--- src/rtl/uart_pkg.sv ---
// Shared UART constants and the transmitter state type, reused by the receive path.
// UART_TX_PARITY_EN adds the parity-bit state and the even-parity helper.
package uart_pkg;

    localparam int unsigned CLK_HZ = 100_000_000;
    localparam int unsigned BAUD = 9600;
    // Rounded to the nearest whole cycle: 10416.67 -> 10417.
    localparam int unsigned DEFAULT_CLKS_PER_BIT = (CLK_HZ + BAUD / 2) / BAUD;

    typedef enum logic [2:0] {
        StIdle,
        StStart,
        StData,
`ifdef UART_TX_PARITY_EN
        StParity,
`endif
        StStop
    } tx_state_t;

`ifdef UART_TX_PARITY_EN
    function automatic logic even_parity(input logic [7:0] b);
        return ^b;
    endfunction
`endif

endpackage

--- src/rtl/uart_tx_fifo.sv ---
// Byte FIFO for the UART transmitter: registered occupancy, first-word fall-through read.
// DEPTH must be a power of two so the pointers wrap by overflow.
module uart_tx_fifo #(
    parameter int unsigned DEPTH = 4
) (
    input  logic                     CLK,
    input  logic                     RST,
    input  logic                     push_i,
    input  logic [7:0]               wdata_i,
    input  logic                     pop_i,
    output logic [7:0]               rdata_o,
    output logic                     full_o,
    output logic                     empty_o,
    output logic [$clog2(DEPTH):0]   count_o
);

    localparam int unsigned AW = $clog2(DEPTH);
    localparam logic [AW:0] FullCnt = (AW + 1)'(DEPTH);

    logic [7:0]    mem_q [DEPTH];
    logic [7:0]    mem_d [DEPTH];
    logic [AW-1:0] wr_ptr_q, wr_ptr_d;
    logic [AW-1:0] rd_ptr_q, rd_ptr_d;
    logic [AW:0]   count_q, count_d;
    logic          do_push, do_pop;

    assign full_o  = (count_q == FullCnt);
    assign empty_o = (count_q == '0);
    assign do_push = push_i & ~full_o;
    assign do_pop  = pop_i & ~empty_o;
    assign rdata_o = mem_q[rd_ptr_q];
    assign count_o = count_q;

    always_comb begin
        mem_d    = mem_q;
        wr_ptr_d = wr_ptr_q;
        rd_ptr_d = rd_ptr_q;
        count_d  = count_q;
        if (do_push) begin
            mem_d[wr_ptr_q] = wdata_i;
            wr_ptr_d        = wr_ptr_q + AW'(1);
        end
        if (do_pop) begin
            rd_ptr_d = rd_ptr_q + AW'(1);
        end
        case ({do_push, do_pop})
            2'b10:   count_d = count_q + (AW + 1)'(1);
            2'b01:   count_d = count_q - (AW + 1)'(1);
            default: count_d = count_q;
        endcase
    end

    always_ff @(posedge CLK) begin
        if (RST) begin
            wr_ptr_q <= '0;
            rd_ptr_q <= '0;
            count_q  <= '0;
        end else begin
            wr_ptr_q <= wr_ptr_d;
            rd_ptr_q <= rd_ptr_d;
            count_q  <= count_d;
        end
    end

    // Storage needs no reset; occupancy alone decides what is valid.
    always_ff @(posedge CLK) begin
        mem_q <= mem_d;
    end

endmodule

--- src/rtl/uart_tx.sv ---
// Buffered UART transmitter: 8N1 frames, LSB first, idle-high registered line.
// Define UART_TX_PARITY_EN for 8E1 frames (even parity bit after data bit 7).
module uart_tx
    import uart_pkg::*;
#(
    parameter int unsigned CLKS_PER_BIT = DEFAULT_CLKS_PER_BIT,
    parameter int unsigned FIFO_DEPTH   = 4
) (
    input  logic       CLK,
    input  logic       RST,
    input  logic [7:0] DATA,
    input  logic       START,
    output logic       FULL,
    output logic       BUSY,
    output logic       OVERRUN,
    output logic       UART_TXD
);

    localparam int unsigned CW   = $clog2(CLKS_PER_BIT);
    localparam int unsigned CNTW = $clog2(FIFO_DEPTH) + 1;
    localparam logic [CW-1:0] BaudLast = CW'(CLKS_PER_BIT - 1);

    tx_state_t       state_q, state_d;
    logic [CW-1:0]   baud_q, baud_d;
    logic [2:0]      bit_q, bit_d;
    logic [7:0]      data_q, data_d;
    logic            txd_q, txd_d;
    logic            busy_q, busy_d;
    logic            overrun_q, overrun_d;

    logic            push, pop, last_tick;
    logic            fifo_full, fifo_empty, fifo_empty_next;
    logic [7:0]      fifo_rdata;
    logic [CNTW-1:0] fifo_count;

    uart_tx_fifo #(
        .DEPTH (FIFO_DEPTH)
    ) u_fifo (
        .CLK     (CLK),
        .RST     (RST),
        .push_i  (push),
        .wdata_i (DATA),
        .pop_i   (pop),
        .rdata_o (fifo_rdata),
        .full_o  (fifo_full),
        .empty_o (fifo_empty),
        .count_o (fifo_count)
    );

    assign push      = START & ~fifo_full;
    assign last_tick = (baud_q == BaudLast);

    // Occupancy after this edge, so BUSY tracks the state it is registered alongside.
    assign fifo_empty_next = (fifo_empty & ~push) |
                             ((fifo_count == CNTW'(1)) & pop & ~push);

    always_comb begin
        state_d   = state_q;
        baud_d    = baud_q + CW'(1);
        bit_d     = bit_q;
        data_d    = data_q;
        pop       = 1'b0;
        overrun_d = overrun_q | (START & fifo_full);

        case (state_q)
            StIdle: begin
                baud_d = '0;
                if (!fifo_empty) begin
                    pop     = 1'b1;
                    data_d  = fifo_rdata;
                    bit_d   = '0;
                    state_d = StStart;
                end
            end
            StStart: begin
                if (last_tick) begin
                    baud_d  = '0;
                    bit_d   = '0;
                    state_d = StData;
                end
            end
            StData: begin
                if (last_tick) begin
                    baud_d = '0;
                    if (bit_q == 3'd7) begin
`ifdef UART_TX_PARITY_EN
                        state_d = StParity;
`else
                        state_d = StStop;
`endif
                    end else begin
                        bit_d = bit_q + 3'd1;
                    end
                end
            end
`ifdef UART_TX_PARITY_EN
            StParity: begin
                if (last_tick) begin
                    baud_d  = '0;
                    state_d = StStop;
                end
            end
`endif
            StStop: begin
                if (last_tick) begin
                    baud_d = '0;
                    if (!fifo_empty) begin
                        pop     = 1'b1;
                        data_d  = fifo_rdata;
                        bit_d   = '0;
                        state_d = StStart;
                    end else begin
                        state_d = StIdle;
                    end
                end
            end
            default: begin
                baud_d  = '0;
                state_d = StIdle;
            end
        endcase

        // The line register takes the value belonging to the next cycle's state.
        txd_d = 1'b1;
        case (state_d)
            StStart:  txd_d = 1'b0;
            StData:   txd_d = data_d[bit_d];
`ifdef UART_TX_PARITY_EN
            StParity: txd_d = even_parity(data_d);
`endif
            default:  txd_d = 1'b1;
        endcase

        busy_d = (state_d != StIdle) | ~fifo_empty_next;
    end

    always_ff @(posedge CLK) begin
        if (RST) begin
            state_q   <= StIdle;
            baud_q    <= '0;
            bit_q     <= '0;
            data_q    <= '0;
            txd_q     <= 1'b1;
            busy_q    <= 1'b0;
            overrun_q <= 1'b0;
        end else begin
            state_q   <= state_d;
            baud_q    <= baud_d;
            bit_q     <= bit_d;
            data_q    <= data_d;
            txd_q     <= txd_d;
            busy_q    <= busy_d;
            overrun_q <= overrun_d;
        end
    end

    assign FULL     = fifo_full;
    assign BUSY     = busy_q;
    assign OVERRUN  = overrun_q;
    assign UART_TXD = txd_q;

endmodule

--- config.mk ---
export PLATFORM = sky130hd
export DESIGN_NAME = uart_tx
export DESIGN_NICKNAME = d
export VERILOG_FILES = /design/src/rtl/uart_pkg.sv /design/src/rtl/uart_tx_fifo.sv /design/src/rtl/uart_tx.sv
export SDC_FILE = /design/constraint.sdc
export NUM_CORES = 1
export LEC_CHECK = 0
export CAP_MARGIN = 20
export CORE_ASPECT_RATIO = 0.5
export CORE_UTILIZATION = 39
export CTS_BUF_LIST = sky130_fd_sc_hd__clkbuf_2 sky130_fd_sc_hd__clkbuf_4 sky130_fd_sc_hd__clkbuf_8
export CTS_CLUSTER_DIAMETER = 150
export DETAILED_ROUTE_END_ITERATION = 7
export PLACE_DENSITY = 0.53
export SLEW_MARGIN = 10
export SYNTH_ARGS = -nofsm -noshare
export SYNTH_HDL_FRONTEND = slang
export SYNTH_SLANG_ARGS = --single-unit
--- constraint.sdc ---
create_clock -name CLK -period 3 [get_ports CLK]
set_clock_uncertainty 0.2 [all_clocks]
set_input_delay 0.6 -clock CLK [delete_from_list [all_inputs] [get_ports CLK]]
set_output_delay 0.6 -clock CLK [all_outputs]
set_load 0.1 [all_outputs]
==> flow_summary.toml, run 1 <==
[run_status]
status = "finished, final reports clean"

[timing]
finalSetupViolations = 0
fin_ws_ns = 0.278
rsz0062_at_grt = "false"
finalCriticalPeriod_ns = 2.72
post-route-period-util_pct = 90.7
slew_headroom_pct = 62.4
max_freq_mhz = 367
setup_tns_ns = 0
drv_slew = 0
hold_violations = 0
tightest_slew_ns = 0.564

[place]
place_area_mm2 = 0.00342
dp_hpwl_um = 3890
io_buffers = 14
gp_congestion = 0.837
pre_cts_slack_ns = 0.274

[setup_path]
crit_fanout = 10
arrival_ns = 2.81
critPathMaxStageDelay_ns = 0.39
path_cells = "inv_1 -> ha_1 -> and4bb_2 -> and4b_1 -> o21ai_4 -> inv_1 -> ha_1 -> or3_1 -> a21oi_1"
cp-start-kind = "register"
reg2reg_depth = 9
required_ns = 3.08
crit_path_end_kind = "register"
path_class = "register to register"
worst_path_max_delay_cell = "dfxtp_1"

[synth]
synth_compound_area_share_pct = 5.53
netlist.area_leader.share_pct = 30.3
synth_seq_area_share_pct = 54.3
synthFlopType = "dfxtp_1"
synthMuxAreaShare_pct = 9.87
synth-edff-count = 32
synth.area.top_cells = "edfxtp_1, dfxtp_1, mux4_2, ha_1, nor2_1"
async_flop_share_pct = 0
synthCells = 260
synthXorXnorAreaFrac_pct = 5.25
synthAdderAreaFrac_pct = 4.74
synth_area_per_cell_um2 = 12.2
synthSimpleGateAreaFrac_pct = 17.3
ys_types = 51
synthesis.nets = 283
synth_area_leader_cell = "edfxtp_1"
ys_warn_count = 0
synth_top_family_by_area = "simple AND/OR/NAND/NOR gates"
ys_ff_latch = 70
netlist_area_mm2 = 0.00317

[cts]
postCtsSetupBuffers = 0
cts_tree = "yes"
insertion_delay_ns = 0.35
cts_resized = 0
cts_made_buffers = 9
clk_path_buf_depth = 2
cts.sinks = 70
h-tree-depth = 3
cts-root-buf = "clkbuf_8"
cts_hold_buf = 0
clkSlewWorstSetupHoldPaths_ns = 0.07

[floorplan]
die_w_um = 129
rows = 22
io_pins = 15
die_area_mm2 = 0.00851
core_area_mm2 = 0.00760
die_h_um = 65.7
initial_core_util_pct = 41.7

[final_layout]
final_core_util_pct = 48.2
area_growth_pct = 15.6
antenna_cells = 0
drive_gt1_share_pct = 18.9
final_design_area_no_fill_mm2 = 0.00366
fillerInstances = 684
nets = 303

[global_routing]
grt_pass1_wl_um = 9470
grt_pass1_vias = 1936
grt_max_degree = 19
grt_usage_pct = 15.4
antenna_found_initial = 0
overflow = 0

[route]
firstDrtPassIters = 4
vias = 1909
wl_met3_um = 210
ant_nets = 0
vias_per_cell = 4.86
wire_per_inst_um = 14.1
maxUsedRoutingLayer = "met4"
drc = 0
drtIter0Drc = 58
route.met2.wl_um = 2510
wl_um = 5550
wl_met1_um = 2740

[power_and_ir_drop]
power.leakage_uw = 0.00132
irDropWorstVdd_uv = 319
power_density_mw_per_mm2 = 633

[min_path]
whs_path_depth = 2
hold_class = "register to register"

[flow_run]
cap_violations = 0
==> path summary, 6_finish.rpt <==
path                            startpoint           endpoint  slack, ns
worst min register to register     OVERRUN            OVERRUN       0.28
worst max register to register   baud_q[0]  u_fifo.count_o[2]       0.28
worst max-delay path             baud_q[0]  u_fifo.count_o[2]       0.28
worst min-delay path               OVERRUN            OVERRUN       0.28
==> kinds of logic after synthesis <==
family | after synthesis
other | 1
AND/OR/NAND/NOR | 92
AO/OA/AOI/OAI | 24
multiplexers | 20
XOR/XNOR | 19
adder cells (fa/ha/maj) | 12
flip-flops | 70
buffers and inverters | 22
==> placed cells by master, fill, tap and decap left out, drive strengths merged, types with 4 or more instances in the layout <==
master,instances
nand2,10
and2,7
a31oi,4
inv,13
o21ai,4
dfxtp,38
mux2,10
xor2,10
mux4,8
nor2,32
clkdlybuf4s50,10
ha,12
nand3,10
edfxtp,32
buf,8
nor2b,10
clkbuf,10
xnor2,9
a21oi,5
==> flip-flops by register name (all words and copies together), names as in the netlist <==
register and flops:
UART_TXD 1, data_q 8, u_fifo.mem_q 32, BUSY 1
baud_q 14, u_fifo.count_o 3, bit_q 3, OVERRUN 1
u_fifo.rd_ptr_q 2, u_fifo.wr_ptr_q 2, state_q 3
==> layer usage <==
metal  GRT usage, %  vias to the layer above
met5              0                        -
met4           5.67                        0
met3           6.35                        8
met2           24.1                       36
met1           19.2                      903
li1               -                      962
==> critical path, delay by kind of cell (launching register included) <==
kind	cells	cell delay, ns
compound gates	2	0.48
fa+ha+maj	2	0.56
simple gates	3	0.88
flops	1	0.39
buf+inv	2	0.16
==> per-stage QoR <==
| stage | hold slack (ns) | std cells | power [µW] |
|---|---|---|---|
| 2_1_floorplan | 0.241 | 260 | 1340 |
| 3_3_place_gp | 0.248 | 377 | 1430 |
| 3_5_place_dp | 0.263 | 377 | 1430 |
| 4_1_cts | 0.284 | 393 | 2350 |
| 5_1_grt | 0.302 | 393 | 2440 |
| 6_report | 0.279 | 393 | 2320 |
==> report_power, final <==
part,switching [µW],internal [µW],total (µW)
registers,36.6,1060,1090
logic,174,143,317
clock network,350,560,910
==> area by class of cell <==
| cell class | instances | area [µm²] | area share, % |
|---|---|---|---|
| Sequential cell | 70 | 1720 | 47.0 |
| Multi-Input combinational cell | 168 | 1360 | 37.0 |
| Timing Repair Buffer | 18 | 160 | 4.37 |
| Tap cell | 108 | 135 | 3.69 |
| Clock buffer | 10 | 131 | 3.59 |
| Clock inverter | 6 | 110 | 3.01 |
| Inverter | 13 | 48.8 | 1.33 |
==> Yosys cell counts, types with 2 or more instances <==
cell and instances:
dfxtp_1 38, xnor2_1 9, inv_1 13, edfxtp_1 32, and4b_1 2, and3_2 2, nand3_4 2, buf_2 2
or3_1 2, a31oi_1 4, nor2_1 32, o211ai_1 2, clkbuf_1 4, xor2_1 10, nor3_1 3, nand3_1 8
and2_1 6, nand4_1 2, mux4_2 8, nor2b_1 10, ha_1 12, nand2_1 10, mux2i_1 2, o21ai_0 3
mux2_2 10, nor3b_1 2, buf_1 2, a21oi_1 5
No activity file was read; power rests on OpenSTA's default activity.
==> run 2, diff against run 1 <==
Settings changed: CORE_ASPECT_RATIO 0.5 to 1.25.
==> flow_summary.toml, run 2 (synthesis gave the netlist of run 1 again) <==
[global_routing]
grt_pass1_vias = 1935
antenna_found_initial = 0
grt_pass1_wl_um = 9280
overflow = 0
grt_max_degree = 15
grt_usage_pct = 15.2

[run_status]
status = "finished, final reports clean"

[route]
wl_met1_um = 2570
maxUsedRoutingLayer = "met4"
firstDrtPassIters = 4
drtIter0Drc = 75
wire_per_inst_um = 14.8
route.met2.wl_um = 2790
vias = 1904
drc = 0
vias_per_cell = 5.02
ant_nets = 0
wl_um = 5600
wl_met3_um = 96

[floorplan]
core_area_mm2 = 0.00784
io_pins = 15
die_w_um = 82.6
rows = 36
die_h_um = 103
die_area_mm2 = 0.00849
initial_core_util_pct = 40.4

[cts]
cts-root-buf = "clkbuf_8"
cts.sinks = 70
postCtsSetupBuffers = 0
cts_resized = 0
clkSlewWorstSetupHoldPaths_ns = 0.08
cts_made_buffers = 9
clk_path_buf_depth = 2
insertion_delay_ns = 0.35
cts_tree = "yes"
cts_hold_buf = 0
h-tree-depth = 3

[setup_path]
crit_path_end_kind = "register"
crit_fanout = 10
r2r_slack_ns = 0.25
path_class = "register to register"
crit_end = "u_fifo.count_o[2]"
required_ns = 3.07
reg2reg_depth = 9
worstSetupStartpoint = "baud_q[0]"
cp-start-kind = "register"
r2r-start = "baud_q[0]"
timing.rr.end = "u_fifo.count_o[2]"
arrival_ns = 2.82

[place]
place_area_mm2 = 0.00340
io_buffers = 14
dp_cells = 363
gp_congestion = 0.795
pre_cts_slack_ns = 0.261
dp_hpwl_um = 3950

[timing]
finalSetupViolations = 0
setup_tns_ns = 0
slew_headroom_pct = 63.3
rsz0062_at_grt = "false"
hold_violations = 0
max_freq_mhz = 363
post-route-period-util_pct = 91.7
fin_ws_ns = 0.248
tightest_slew_ns = 0.548
drv_slew = 0
finalCriticalPeriod_ns = 2.75

[final_layout]
seqCellArea_mm2 = 0.00172
largest_registers = "u_fifo.mem_q x32, baud_q x14, data_q x8"
layout_common_cells = "dfxtp_1, nor2_1, edfxtp_1, inv_1, ha_1"
antenna_cells = 0
multi_input_area_mm2 = 0.00136
final_core_util_pct = 46.2
final_design_area_no_fill_mm2 = 0.00362
largest-register = "u_fifo.mem_q"
largest_register_ffs = 32
fillerInstances = 758
drive_gt1_share_pct = 19.0
nets = 302
final_common_cell = "dfxtp_1"
area_growth_pct = 14.4
final_cells = 379

[power_and_ir_drop]
power.leakage_uw = 0.00131
irDropWorstVdd_uv = 310
power_density_mw_per_mm2 = 626

[min_path]
hold_class = "register to register"

[flow_run]
cap_violations = 0
-- run 2: layout make-up --
type                       count  share of cell area, %
clock inverter                 7                   2.87
inverter                      13                   1.35
sequential                    70                   47.5
multi-input combinational    168                   37.4
timing repair buffer          17                   4.21
clock buffer                   9                   3.42
tap                           95                   3.28
-- run 2: stage by stage --
step / hold slack, ns / power [µW]
final: 0.279 / 2270
after detailed placement: 0.266 / 1430
after global routing: 0.314 / 2370
after global placement: 0.252 / 1430
after CTS: 0.288 / 2300
after floorplan: 0.241 / 1340
-- run 2: power breakdown --
part	internal, µW	total [µW]	switching (µW)	leakage, µW
registers	1060	1080	25.8	0.000602
clock network	478	866	388	0.000114
logic	141	322	181	0.000598
total	1670	2270	595	0.00131
-- run 2: routing by layer --
layer	global-route usage [%]	up-vias
met3	3.19	12
met4	8.75	0
met2	26.2	14
met5	0	-
li1	-	966
met1	17.3	912
-- run 2: worst max-delay path, cell delays in order (launching register included) --
cell and delay [ns]:
dfxtp_1 0.40, inv_1 0.06, ha_1 0.19, and4bb_2 0.24
and4b_1 0.27, o21ai_4 0.34, inv_1 0.10, ha_1 0.37
or3_1 0.36, a21oi_1 0.14
-- run 2: how the worst min path moves through the flow --
| stage | startpoint | to | slack [ns] | cells after the start |
|---|---|---|---|---|
| 2_1_floorplan | baud_q[0] | baud_q[0] | 0.24 | 1 |
| 3_3_place_gp | OVERRUN | OVERRUN | 0.25 | 2 |
| 3_5_place_dp | OVERRUN | OVERRUN | 0.27 | 2 |
| 4_1_cts | OVERRUN | OVERRUN | 0.29 | 2 |
| 5_1_grt | OVERRUN | OVERRUN | 0.31 | 2 |
| 6_report | OVERRUN | OVERRUN | 0.28 | 2 |
==> run 3, diff against run 2 <==
Settings changed: REMOVE_ABC_BUFFERS set to 1.
==> flow_summary.toml, run 3 (synthesis gave the netlist of run 1 again) <==
[setup_path]
arrival_ns = 2.76
worst_path_max_delay_cell = "dfxtp_1"
r2r_slack_ns = 0.26
required_ns = 3.02
path_cells = "inv_1 -> ha_1 -> and4bb_2 -> and4b_1 -> o21ai_4 -> mux2_2 -> mux2_2 -> a22oi_1 -> a31oi_1"
crit_fanout = 10
cp-start-kind = "register"
r2r-start = "baud_q[0]"
path_class = "register to register"
timing.rr.end = "UART_TXD"
reg2reg_depth = 9
crit_top_cell = "mux2_2"
critPathMaxStageDelay_ns = 0.39
crit_path_end_kind = "register"

[route]
ant_nets = 0
firstDrtPassIters = 4
wl_um = 5750
vias = 1934
wire_per_inst_um = 15.1
drc = 0
drtIter0Drc = 53
vias_per_cell = 5.08

[final_layout]
seqCellArea_mm2 = 0.00172
layout_common_cells = "dfxtp_1, nor2_1, edfxtp_1, inv_1, ha_1"
largest-register = "u_fifo.mem_q"
antenna_cells = 0
largest_registers = "u_fifo.mem_q x32, baud_q x14, data_q x8"
nets = 304
fillerInstances = 749
drive_gt1_share_pct = 19.6
largest_register_ffs = 32
area_growth_pct = 13.3
final_common_cell = "dfxtp_1"
multi_input_area_mm2 = 0.00136

[cts]
postCtsSetupBuffers = 0
cts-root-buf = "clkbuf_8"
cts_resized = 0
cts.sinks = 70
clk_path_buf_depth = 2
h-tree-depth = 3
cts_made_buffers = 9
cts_tree = "yes"
cts_hold_buf = 0
clkSlewWorstSetupHoldPaths_ns = 0.08
insertion_delay_ns = 0.35

[place]
dp_hpwl_um = 4180
io_buffers = 14
gp_congestion = 0.790

[timing]
tightest_slew_ns = 0.515
rsz0062_at_grt = "false"
drv_slew = 0
holdWs_ns = 0.277
hold_violations = 0
finalCriticalPeriod_ns = 2.74
setup_tns_ns = 0
finalSetupViolations = 0
max_freq_mhz = 365
slew_headroom_pct = 65.6
post-route-period-util_pct = 91.4

[run_status]
status = "finished, final reports clean"

[min_path]
holdPathEnd = "OVERRUN"
hold_class = "register to register"
whs_path_depth = 2
min-delay-start = "OVERRUN"

[floorplan]
die_h_um = 103
rows = 36
io_pins = 15
initial_core_util_pct = 40.4
die_w_um = 82.6
core_area_mm2 = 0.00784
die_area_mm2 = 0.00849

[flow_run]
cap_violations = 0

[power_and_ir_drop]
power_density_mw_per_mm2 = 587
power.leakage_uw = 0.00131
irDropWorstVdd_uv = 300

[global_routing]
antenna_found_initial = 0
grt_pass1_vias = 1965
grt_pass1_wl_um = 9650
grt_max_degree = 15
grt_usage_pct = 15.7
overflow = 0
run 3: cell types whose count changed in the layout (fill, tap and decap cells not counted):
cell,before,now
inv_8,0,1
buf_4,7,9
clkinv_2,0,2
clkinv_4,3,2
bufinv_16,2,0
run 3: worst max path at each step:
stage | from | to | slack, ns | depth (start not counted)
floorplan | u_fifo.count_o[0] | u_fifo.count_o[2] | 0.25 | 8
global placement | baud_q[0] | UART_TXD | 0.31 | 9
detailed placement | baud_q[0] | u_fifo.count_o[2] | 0.27 | 9
CTS | baud_q[0] | u_fifo.count_o[2] | 0.25 | 9
global route | baud_q[0] | u_fifo.count_o[2] | 0.06 | 9
finish | baud_q[0] | UART_TXD | 0.26 | 9
run 3: worst max-delay path, delay by kind of cell (launching register included):
family                   cells  cell delay [ns]
AO/OA/AOI/OAI                3             0.61
buffers and inverters        1             0.07
adder cells (fa/ha/maj)      1             0.19
flip-flops                   1             0.39
multiplexers                 2             0.66
AND/OR/NAND/NOR              2             0.51
run 3: layout make-up:
cell class | count | area share (%)
clock buffer | 9 | 3.45
timing repair buffer | 19 | 4.67
sequential | 70 | 47.9
inverter | 13 | 1.36
clock inverter | 7 | 1.57
multi-input combinational | 168 | 37.7
tap | 95 | 3.31
run 3: stage by stage:
step | power, µW | instance area, µm² | worst slack [ns] | cells | util, %
floorplan | 1340 | 3130 | 0.253 | 251 | -
global placement | 1440 | 3410 | 0.314 | 365 | 43.5
detailed placement | 1440 | 3410 | 0.265 | 365 | 43.5
CTS | 2140 | 3590 | 0.249 | 381 | 45.8
global route | 2210 | 3590 | 0.0588 | 381 | 45.8
finish | 2110 | 3590 | 0.258 | 381 | 45.8
run 3: routing by layer:
metal	vias up	wire, µm	share of wire [%]	global-route usage [%]
met1	925	2790	49	19.8
met2	32	2650	46	25.2
met4	0	126	2.2	7.29
met3	11	182	3.2	4.25
li1	966	-	-	-
met5	-	0	0	0
run 3: power breakdown:
| part | internal (µW) | total, µW | leakage [µW] | switching [µW] |
|---|---|---|---|---|
| combinational | 144 | 322 | 0.000608 | 178 |
| clock | 311 | 695 | 0.0000959 | 384 |
| sequential | 1060 | 1090 | 0.000602 | 34.8 |
==> patch 1: new RTL, settings of run 1 <==
Re-encode `tx_state_t` (4 states) as one-hot, 4 bits wide.
--- a/src/rtl/uart_pkg.sv
+++ b/src/rtl/uart_pkg.sv
@@ -9,6 +9,6 @@
 
-    typedef enum logic [2:0] {
-        StIdle,
-        StStart,
-        StData,
+    typedef enum logic [3:0] {
+        StIdle  = 4'b0001,
+        StStart = 4'b0010,
+        StData  = 4'b0100,
 `ifdef UART_TX_PARITY_EN
@@ -16,3 +16,3 @@
 `endif
-        StStop
+        StStop  = 4'b1000
     } tx_state_t;
Function: no difference found for any inputs over 10 cycles, from zero or initial values and one cycle with RST high; not proved beyond that.
==> patch 1 against run 1 <==
  * Wire length increased by 4.7%
  * Non-clock buffer count increased by 7
  * Worst hold slack gained 0.0037 ns
  * Critical path depth rose by 1
  * Die area is 2.2% higher
  * Area after synthesis is 2.3% higher
  * Sequential cell count up 1
  * Setup slack worse by 0.14 ns
  * Critical path type unchanged
  * Design area grew 2.7%
Power is not compared: it rests on default switching activity, and its combinational part moved more than twofold at a synthesized area within 25%.
==> patch 1: results (changes against run 1) <==
Synth
  • Synth Area in XOR/XNOR: 4.59% (-0.66 points)
  • Unique masters post-synth: 57 (+12%)
  • Post-synthesis async set-or-reset flop share: 0% (unchanged)
  • Top post-synthesis cells by count: dfxtp_1, nor2_1, edfxtp_1
  • Sequential share of the synthesized area: 53.7% (-0.60 points)
  • Mux cell area share after synthesis: 9.22% (-0.65 points)
  • Syn Nets: 300 (+6.0%)
  • Synth Area in Compound Gates: 6.14% (+0.61 points)
  • Synthesized-area fraction occupied by adder cells: 4.63% (-0.11 points)
  • Syn Std Cell Area: 3240 µm² (+2.3%)
  • Top post-synthesis cells by area: edfxtp_1, dfxtp_1, mux4_2, ha_1, nor2_1

Clock tree
  • Longest Clk Path Bufs: 2 (unchanged)

Detailed routing
  • Vias per cell: 4.87 (+0.32%)
  • Number of DRC markers in iteration 0: 53 (-8.6%)
  • Avg WL per Cell: 13.9 µm (-1.3%)

Finish
  • Fillers: 734 (+7.3%)
  • Final nets: 324 (+6.9%)
  • Share of layout cells above drive strength 1: 18.7% (-0.26 points)

Placed design
  • Post-placement setup slack: 0.0897 ns (-0.184 ns)
  • Gp weighted congestion: 0.836 (-0.13%)
  • Post-DP HPWL: 4090 µm (+5.0%)

Critical path
  • Critical path launch point: baud_q[1]
  • Critical Path AT: 2.88 ns (+0.07 ns)
  • CP max FO: 5 (-5)
  • R2r endpoint: UART_TXD
  • Reg2Reg Depth: 10 (+1)
  • Setup slack, reg-to-reg: 0.14 ns (-0.14 ns)

Global route
  • GRT Resource Usage Total: 15.3% (-0.093 points)
  • Pin count of the biggest net entering global routing: 24 (+5)
  • Routing usage on met2: 23.2% (-0.91 points)
  • Vias in the first global route: 1,992 (+2.9%)
  • Met3 GRT Util: 6.51% (+0.15 points)
  • GR Util met1: 19.5% (+0.32 points)
  • First-pass GRT wire length: 9630 µm (+1.8%)

Run status
  • Status: complete, no violations

STA
  • Max_slew headroom: 70.4% (+8.0 points)
  • Crit share post-route: 95.4% (+4.6 points)

Power
  • Internal Pwr Total: 2.02 mW
  • Seq group: approximately 1.3 mW
  • Combinational share of power: around a third
patch 1: per-layer routing:
| layer | vias to the layer above | routed length, µm | share of wire (%) |
|---|---|---|---|
| li1 | 1029 | - | - |
| met1 | 972 | 2950 | 51 |
| met2 | 21 | 2570 | 44 |
| met3 | 10 | 219 | 3.8 |
| met4 | 0 | 76 | 1.3 |
| met5 | - | 0 | 0 |
patch 1: kinds of logic after synthesis:
| logic type | Yosys count |
|---|---|
| XOR/XNOR | 17 |
| multiplexers | 19 |
| AND/OR/NAND/NOR | 107 |
| buffers and inverters | 23 |
| AO/OA/AOI/OAI | 28 |
| adder cells (fa/ha/maj) | 12 |
| flip-flops | 71 |
patch 1: worst max-delay path, stage by stage (launching register included):
cell	delay, ns
dfxtp_1	0.32
inv_1	0.05
ha_1	0.12
or4b_4	0.49
or4_4	0.51
nand4_4	0.13
a21boi_2	0.10
o21ai_0	0.14
or4bb_1	0.49
nand4_1	0.08
o221ai_1	0.10
patch 1: through the flow:
step / hold slack, ns / util, % / cell area, µm² / cells / total power, mW
after detailed placement: 0.263 / 44.0 / 3530 / 401 / 2.32
after floorplan: 0.226 / - / 3240 / 277 / 2.06
final: 0.283 / 46.8 / 3760 / 417 / 3.04
after global routing: 0.322 / 46.8 / 3760 / 417 / 3.23
after global placement: 0.250 / 44.0 / 3530 / 401 / 2.31
after CTS: 0.281 / 46.4 / 3730 / 416 / 3.09
patch 1: final cells by class:
class / instances / area [µm²] / share of cell area (%)
tap: 112 / 140 / 3.73
multi-input combinational: 183 / 1430 / 38.1
clock inverter: 6 / 70.1 / 1.86
clock buffer: 9 / 124 / 3.29
sequential: 71 / 1740 / 46.3
timing repair buffer: 25 / 213 / 5.66
inverter: 11 / 41.3 / 1.10
==> patch 2: new RTL, flow settings as in run 1 <==
Without the edit above. Build with the macro `UART_TX_PARITY_EN` defined.
--- a/src/rtl/uart_pkg.sv
+++ b/src/rtl/uart_pkg.sv
@@ -2,2 +2,4 @@
 // UART_TX_PARITY_EN adds the parity-bit state and the even-parity helper.
+`define UART_TX_PARITY_EN
+
 package uart_pkg;
Function: no difference found for any inputs over 10 cycles, from zero or initial values and one cycle with RST high; that may be too few to reach the edited logic, so the function may still have changed.
==> patch 2 against run 1 <==
  * Wire length rose by 22%
  * Global-route usage rose by 1.4 points
  * Utilization fell by 0.75 points
  * Design area rose by 7.8%
  * Setup slack got worse by 0.062 ns
  * Via count rose by 23%
  * Sequential share of layout area fell by 3.4 points
  * Sequential cell count did not move
  * Area after synthesis rose by 9.9%
  * Critical path type unchanged
  * Largest cell class unchanged
Power is not compared: it rests on default switching activity, and its combinational part moved more than twofold at a synthesized area within 25%.
==> patch 2: results (changes against run 1) <==
Synth
  • Synth Area in XOR/XNOR: 6.03% (+0.78 points)
  • Post-synthesis async set-or-reset flop share: 0% (unchanged)
  • Syn Nets: 330 (+17%)
  • Post-synth EDFFs: 32 (unchanged)
  • Sequential share of the synthesized area: 49.4% (-4.9 points)
  • Top post-synthesis cells by count: dfxtp_1, nor2_1, edfxtp_1
  • Synthesized-area fraction occupied by adder cells: 4.31% (-0.43 points)
  • Syn Area/Cell: 11.4 µm² (-6.9%)
  • Mux cell area share after synthesis: 8.15% (-1.7 points)
  • Synth Area in Compound Gates: 13.3% (+7.8 points)
  • Unique masters post-synth: 63 (+24%)
  • Top post-synthesis cells by area: edfxtp_1, dfxtp_1, mux4_2, ha_1, nor2_1

Finish
  • Ant. Diodes: 0 (unchanged)
  • Largest regs: u_fifo.mem_q x32, baud_q x14, data_q x8
  • Fillers: 762 (+11%)
  • Share of layout cells above drive strength 1: 18.7% (-0.27 points)
  • Final nets: 350 (+16%)
  • Post-route cell area: 3950 µm² (+7.8%)

Global route
  • GR Util met1: 19.7% (+0.50 points)
  • First-pass GRT wire length: 11,400 µm (+21%)
  • Routing usage on met2: 28.8% (+4.7 points)
  • Vias in the first global route: 2,365 (+22%)
  • GRT Resource Usage Total: 16.8% (+1.4 points)
  • Pin count of the biggest net entering global routing: 25 (+6)
  • Met3 GRT Util: 6.21% (-0.14 points)

Placed design
  • Placed Instance Area: 3740 µm² (+9.5%)
  • Post-DP HPWL: 4810 µm (+24%)
  • Post-placement setup slack: 0.219 ns (-0.0548 ns)
  • Gp weighted congestion: 0.801 (-4.3%)
  • # port buffers: 14 (unchanged)
  • Placed Instances: 428 (+14%)

Detailed routing
  • Routed wl met2: 3210 µm (+27%)
  • Metal3 WL: 300 µm (+43%)
  • Vias per cell: 5.30 (+9.1%)
  • Pre-antenna DRT Iters: 4 (unchanged)
  • Number of DRC markers in iteration 0: 129 (+120%)
  • Vias: 2,352 (+23%)
  • Final Routed Wirelength: 6780 µm (+22%)
  • Met1 WL: 3230 µm (+18%)

Critical path
  • R2R Path Start: baud_q[0]
  • CP Launch Type: register
  • Critical path capture point type: register
  • Critical Path AT: 2.86 ns (+0.05 ns)
  • R2r endpoint: UART_TXD
  • CP max FO: 12 (+2)
  • CP max-delay cell: or4b_4
  • Critical path's largest stage delay: 0.49 ns (+0.10 ns)
  • Reg2Reg Depth: 10 (+1)

Power
  • Clock power frac: 23.5%
  • Clk pwr: between 700 and 800 µW
  • Lkg Pwr: 1.38 nW

Clock tree
  • H-Tree Level Count: 3 (unchanged)
  • Latest clock arrival within the worst-skew pair: 0.35 ns (about the same)
  • CTS Buf Count: 9 (unchanged)
  • Resized cells post-CTS: 0 (unchanged)

STA
  • Hold Violations, Final: 0 (unchanged)
  • Slew @ Worst Pin: 0.583 ns (+0.0186 ns)
  • Crit share post-route: 92.8% (+2.1 points)

Run status
  • Status: complete, no violations
## patch 2: cell types whose count changed after synthesis, moves of 3 or more
cell | before | now
mux2_2 | 10 | 0
nor2b_1 | 10 | 1
a21oi_1 | 5 | 13
mux2i_1 | 2 | 10
o21ai_0 | 3 | 11
nor3_1 | 3 | 10
a21boi_0 | 0 | 5
xor2_1 | 10 | 15
a31oi_1 | 4 | 0
o21ba_2 | 0 | 4
nand2_1 | 10 | 13
nor2_1 | 32 | 35
## patch 2: cell families (layout without fill, tap and decap cells)
logic type | after synthesis | count (layout)
compound gates | 58 | 58
xor+xnor | 24 | 24
fa+ha+maj | 12 | 12
buf+inv | 24 | 49
flops | 70 | 70
mux | 18 | 18
simple gates | 101 | 101
## patch 2: critical path: cells and delay by family (launching register included)
kind,cells,cell delay [ns]
compound gates,3,0.78
buf+inv,2,0.32
flops,1,0.34
fa+ha+maj,1,0.16
simple gates,4,0.91
## patch 2: how the worst min path moves through the flow
| stage | from | to | slack, ns | depth (start not counted) |
|---|---|---|---|---|
| 2_1_floorplan | baud_q[0] | baud_q[0] | 0.23 | 1 |
| 3_3_place_gp | baud_q[0] | baud_q[0] | 0.25 | 1 |
| 3_5_place_dp | OVERRUN | OVERRUN | 0.26 | 2 |
| 4_1_cts | OVERRUN | OVERRUN | 0.28 | 2 |
| 5_1_grt | baud_q[0] | baud_q[0] | 0.32 | 1 |
| 6_report | OVERRUN | OVERRUN | 0.27 | 2 |
## patch 2: area by class of cell
cell class / count / share of cell area, %
well taps: 112 / 3.55
inverters: 12 / 1.14
clock buffers: 10 / 3.33
flip-flops and latches: 70 / 43.6
repair buffers: 21 / 4.63
multi-input cells: 213 / 41.9
clock inverters: 6 / 1.78
